**config.mk**
```make
export PLATFORM = sky130hd
export DESIGN_NAME = dmem_arbiter
export DESIGN_NICKNAME = d
export VERILOG_FILES = /design/src/rtl/dmem_pkg.sv /design/src/rtl/dmem_align_check.sv /design/src/rtl/dmem_arbiter.sv
export SDC_FILE = /design/constraint.sdc
export NUM_CORES = 1
export LEC_CHECK = 0
export CORE_UTILIZATION = 41
export CTS_CLUSTER_SIZE = 16
export DETAILED_ROUTE_END_ITERATION = 8
export PLACE_DENSITY = 0.93
export SKIP_LAST_GASP = 1
export SLEW_MARGIN = 20
export SYNTH_ARGS = -nofsm -noshare
export SYNTH_HDL_FRONTEND = slang
export SYNTH_SLANG_ARGS = --single-unit
```
**constraint.sdc**
```tcl
create_clock -name clk_i -period 3.2 [get_ports clk_i]
set_clock_uncertainty 0.05 [all_clocks]
set_input_delay 0.64 -clock clk_i [delete_from_list [all_inputs] [get_ports clk_i]]
set_output_delay 0.64 -clock clk_i [all_outputs]
set_load 0.05 [all_outputs]
```
**src/rtl/dmem_pkg.sv**
```systemverilog
// Shared definitions for the data-memory arbiter: RV32I load/store funct3
// encodings and the arbiter FSM state type.
package dmem_pkg;

  localparam logic [2:0] F3_LB  = 3'b000;
  localparam logic [2:0] F3_LH  = 3'b001;
  localparam logic [2:0] F3_LW  = 3'b010;
  localparam logic [2:0] F3_LBU = 3'b100;
  localparam logic [2:0] F3_LHU = 3'b101;
  localparam logic [2:0] F3_SB  = 3'b000;
  localparam logic [2:0] F3_SH  = 3'b001;
  localparam logic [2:0] F3_SW  = 3'b010;

  typedef enum logic [1:0] {
    IDLE   = 2'd0,
    ACCESS = 2'd1,
    RESP   = 2'd2
  } state_e;

endpackage

```
**src/rtl/dmem_align_check.sv**
```systemverilog
// Flags a load/store whose funct3 is not a legal RV32I encoding or whose
// address is not naturally aligned for its access size.
module dmem_align_check
  import dmem_pkg::*;
(
  input  logic [2:0] funct3_i,
  input  logic       wr_en_i,
  input  logic [1:0] addr_lsb_i,
  output logic       illegal_o
);

  always_comb begin
    illegal_o = 1'b1;
    if (wr_en_i) begin
      unique case (funct3_i)
        F3_SB:   illegal_o = 1'b0;
        F3_SH:   illegal_o = addr_lsb_i[0];
        F3_SW:   illegal_o = |addr_lsb_i;
        default: illegal_o = 1'b1;
      endcase
    end else begin
      unique case (funct3_i)
        F3_LB, F3_LBU: illegal_o = 1'b0;
        F3_LH, F3_LHU: illegal_o = addr_lsb_i[0];
        F3_LW:         illegal_o = |addr_lsb_i;
        default:       illegal_o = 1'b1;
      endcase
    end
  end

endmodule

```
**src/rtl/dmem_arbiter.sv**
```systemverilog
// Two-requester round-robin arbiter in front of a single-port data memory.
// Each transaction runs IDLE -> ACCESS -> RESP, one every three cycles.
module dmem_arbiter
  import dmem_pkg::*;
#(
  parameter int ADDRESS_WIDTH = 32,
  parameter int DATA_WIDTH    = 32
) (
  input  logic                          clk_i,
  input  logic                          rst_ni,
  input  logic [1:0]                    req_valid_i,
  output logic [1:0]                    req_ready_o,
  input  logic [1:0]                    req_wr_en_i,
  input  logic [1:0][2:0]               req_funct3_i,
  input  logic [1:0][ADDRESS_WIDTH-1:0] req_addr_i,
  input  logic [1:0][DATA_WIDTH-1:0]    req_wdata_i,
  output logic [1:0]                    resp_valid_o,
  output logic                          resp_err_o,
  output logic [DATA_WIDTH-1:0]         resp_rdata_o,
  output logic                          mem_wr_en_o,
  output logic [2:0]                    mem_funct3_o,
  output logic [ADDRESS_WIDTH-1:0]      mem_addr_o,
  output logic [DATA_WIDTH-1:0]         mem_wdata_o,
  input  logic [DATA_WIDTH-1:0]         mem_rdata_i
);

  state_e                   state_q, state_d;
  logic                     grant_q, grant_d;
  logic                     wr_en_q, wr_en_d;
  logic [2:0]               funct3_q, funct3_d;
  logic [ADDRESS_WIDTH-1:0] addr_q, addr_d;
  logic [DATA_WIDTH-1:0]    wdata_q, wdata_d;
  logic [DATA_WIDTH-1:0]    rdata_q, rdata_d;

  logic gnt_idx;
  logic accept;
  logic illegal;

  // grant_q doubles as the round-robin history: on contention the other side wins.
  assign gnt_idx = (req_valid_i == 2'b11) ? ~grant_q : req_valid_i[1];
  assign accept  = rst_ni && (state_q == IDLE) && (|req_valid_i);

  dmem_align_check u_align_check (
    .funct3_i   (funct3_q),
    .wr_en_i    (wr_en_q),
    .addr_lsb_i (addr_q[1:0]),
    .illegal_o  (illegal)
  );

  always_comb begin
    state_d  = state_q;
    grant_d  = grant_q;
    wr_en_d  = wr_en_q;
    funct3_d = funct3_q;
    addr_d   = addr_q;
    wdata_d  = wdata_q;
    rdata_d  = rdata_q;
    unique case (state_q)
      IDLE: begin
        if (accept) begin
          state_d  = ACCESS;
          grant_d  = gnt_idx;
          wr_en_d  = req_wr_en_i[gnt_idx];
          funct3_d = req_funct3_i[gnt_idx];
          addr_d   = req_addr_i[gnt_idx];
          wdata_d  = req_wdata_i[gnt_idx];
        end
      end
      ACCESS: begin
        state_d = RESP;
        rdata_d = (!wr_en_q && !illegal) ? mem_rdata_i : '0;
      end
      RESP:    state_d = IDLE;
      default: state_d = IDLE;
    endcase
  end

  always_ff @(posedge clk_i or negedge rst_ni) begin
    if (!rst_ni) begin
      state_q  <= IDLE;
      grant_q  <= 1'b1;
      wr_en_q  <= 1'b0;
      funct3_q <= '0;
      addr_q   <= '0;
      wdata_q  <= '0;
      rdata_q  <= '0;
    end else begin
      state_q  <= state_d;
      grant_q  <= grant_d;
      wr_en_q  <= wr_en_d;
      funct3_q <= funct3_d;
      addr_q   <= addr_d;
      wdata_q  <= wdata_d;
      rdata_q  <= rdata_d;
    end
  end

  // The memory-side payload comes straight from the latched request, so it
  // holds its last value outside ACCESS; only the write strobe is state-gated.
  assign req_ready_o  = accept ? (2'b01 << gnt_idx) : 2'b00;
  assign mem_wr_en_o  = (state_q == ACCESS) && wr_en_q && !illegal;
  assign mem_funct3_o = funct3_q;
  assign mem_addr_o   = addr_q;
  assign mem_wdata_o  = wdata_q;
  assign resp_valid_o = (state_q == RESP) ? (2'b01 << grant_q) : 2'b00;
  assign resp_err_o   = (state_q == RESP) && illegal;
  assign resp_rdata_o = rdata_q;

endmodule

```
==> results.cfg <==
[worst_setup_path]
worstPathMaxFanout = 5
cp_cell_sequence = nor4_1 > or2_2 > and3_1 > clkdlybuf4s50_1
regToRegSetupSlack_ns = 1.26
path_class = reg2out
worstPathArrival_ns = 2.29
cp-start-kind = flip-flop
cpMaxStageDelayCell = clkdlybuf4s50_1
crit_start = mem_funct3_o[0]
path_delay_family = buffers and inverters
cpPeakStageDelay_ns = 0.82
worstReg2RegStart = state_q[1]
crit_required_ns = 2.51
r2r-end = mem_wdata_o[15]
reg2reg_depth = 4
cp_num_buf_inv = 1
endpoint_kind = output port

[clocking]
postCtsHoldBufs = 0
cts_resized = 0
clkSlewWorstSetupHoldPaths_ns = 0.07
cts_tree = built
cts_sinks = 103
clock_latency_ns = 0.33
postCtsSetupBuffers = 0
h-tree-depth = 3
cts-root-buf = clkbuf_16
cts_buffers = 9
cts_max_path_buffers = 2

[sta]
rsz0062_at_grt = no
fmax_ghz = 0.335
finalSetupViolations = 0
finalCritPeriodShare_pct = 93.3
post-route-min-period_ns = 2.98
hold_viol_final = 0
finalMaxSlewViolations = 0
tns_ns = 0
slew_headroom_pct = 46.6
worstMarginPinSlew_ns = 0.801
hold_ws_ns = 0.385

[floorplan]
pin_count = 277
start_util_pct = 42.9
die_height_um = 109
die_area_mm2 = 0.0120
die_x_um = 109
row_count = 38
fp.coreArea_mm2 = 0.0110

[final_layout]
final_nets = 894
drive_above_1_share_pct = 6.33
fin_cells = 868
syn2layout_area_growth_pct = 66.8
utilization_pct = 71.5

[power_and_ir_drop]
p_switching_uw = 2720
seq_power_share_pct = 31.1
p_sw_share_pct = 43.9
finalPower_uw = 6200
p_int_uw = 3480
p_comb_share_pct = 50.6
power.density_mw_per_mm2 = 786
p_leak_uw = 0.00337
ir_drop_mv = 0.539
pwr-share-clk_pct = 18.2

[synth]
yosys-top-cells-count = 102 x dfrtp_1, 101 x nand2_1, 68 x a221o_1, 59 x nor3_1, 35 x inv_1
synth-edff-count = 0
netlist_top_cells_area = dfrtp_1 54%, a221o_1 14%, nand2_1 8.0%, nor3_1 6.2%, o31ai_1 5.1%
syn_area_mm2 = 0.00473
synth_seq_cells = 103
ys_async_sr_fraction_pct = 100
synth_fp_nets = 646
synthCells = 474
synth_cell_type_count = 25
synth_ff_type = dfrtp_1
yosysTopAreaCellShare_pct = 54.0
yosysWarningCount = 0
synth-seq-area-share_pct = 54.5
avgSynthCellArea_um2 = 9.98
synth_most_common_cell = dfrtp_1
yosysTopAreaCell = dfrtp_1

[route]
drcViolationCount = 0
vias = 4822
wl_per_cell_um = 19.1
first_iter_violations = 287
first_pass_iters = 5
drtAntennaViolNets = 0
routed_wl_mm = 16.5
viasPerCell = 5.56

[placement]
dp_hpwl_mm = 11.8
port_buffers = 276
gp_congestion = 0.743
dp_cells = 851

[global_route]
gr-total-overflow = 0
grt_pass1_wl_mm = 25.0
grt_pass1_vias = 4851
antenna_found_initial = 0
grt_max_degree = 69
grtUsageTotal_pct = 27.6

[flow_run]
maxCapViolCount = 0

[outcome]
run_status = finished clean

[worst_hold_path]
hp-class = in2async
## layout by cell type, fill, tap and decap left out, types with 2 or more instances in the layout
| cell | synthesis | final |
|---|---|---|
| inv_1 | 35 | 35 |
| clkbuf_16 | 0 | 9 |
| nor3_2 | 9 | 9 |
| o31ai_1 | 32 | 32 |
| buf_12 | 0 | 3 |
| buf_4 | 0 | 10 |
| clkbuf_1 | 25 | 2 |
| dfrtp_1 | 102 | 102 |
| clkbuf_8 | 0 | 3 |
| nand2_1 | 101 | 101 |
| a221o_1 | 68 | 68 |
| nor2_1 | 3 | 3 |
| clkdlybuf4s50_1 | 0 | 272 |
| nor3_1 | 59 | 59 |
## worst reg2reg max path, stage by stage, from the launching register on
cell,delay [ns]
dfrtp_1,0.40
nor3b_1,0.44
and3_2,0.33
buf_4,0.41
a221o_1,0.26
## flip-flops by register name (all words and copies together) (netlist names)
| register | count |
|---|---|
| mem_addr_o | 32 |
| mem_wdata_o | 32 |
| resp_rdata_o | 32 |
| mem_funct3_o | 3 |
| state_q | 2 |
| grant_q | 1 |
| wr_en_q | 1 |
## power groups by stage
stage	Combinational [µW]	Sequential (µW)	Clock (µW)
6_report	3140	1930	1130
5_1_grt	3270	1970	1210
4_1_cts	3160	1930	1150
3_5_place_dp	3150	1940	0
3_3_place_gp	3100	1930	0
2_1_floorplan	629	3230	0
## worst max-delay path by stage
stage                                 to  slack, ns  cells after the start
final                        mem_wr_en_o       0.22                      4
after global routing         mem_wr_en_o       0.10                      4
after CTS                    mem_wr_en_o       0.19                      4
after detailed placement   mem_addr_o[9]       0.53                      5
after global placement       mem_wr_en_o       0.56                      4
after floorplan           req_ready_o[0]       0.47                      5
## metal layers
metal / GRT usage (%) / share of wire (%)
met4: 14.1 / 3.9
met2: 48.2 / 51
met3: 7.29 / 8.0
met5: 0 / 0
met1: 31.0 / 37
## cell type report
| type | instances | area [µm²] |
|---|---|---|
| antenna | 1 | 2.50 |
| clock buffer | 14 | 274 |
| clock inverter | 2 | 37.5 |
| fill | 804 | 3140 |
| inverter | 35 | 131 |
| multi-input combinational | 287 | 1830 |
| sequential | 103 | 2580 |
| tap | 140 | 175 |
| timing repair buffer | 286 | 2860 |
## per-stage QoR
step	worst slack [ns]	instance area, µm²
floorplan	0.475	4740
global placement	0.559	7580
detailed placement	0.532	7580
CTS	0.189	7890
global route	0.100	7890
finish	0.215	7890
## logic make-up (layout without fill, tap and decap cells)
logic type | Yosys count | after routing | synth area share, %
simple gates | 182 | 182 | 17.8
compound gates | 105 | 105 | 20.2
flops | 103 | 103 | 54.5
buf+inv | 84 | 337 | 7.48
other cells | 0 | 1 | 0
Note: power is estimated with default switching activity, not from simulation.
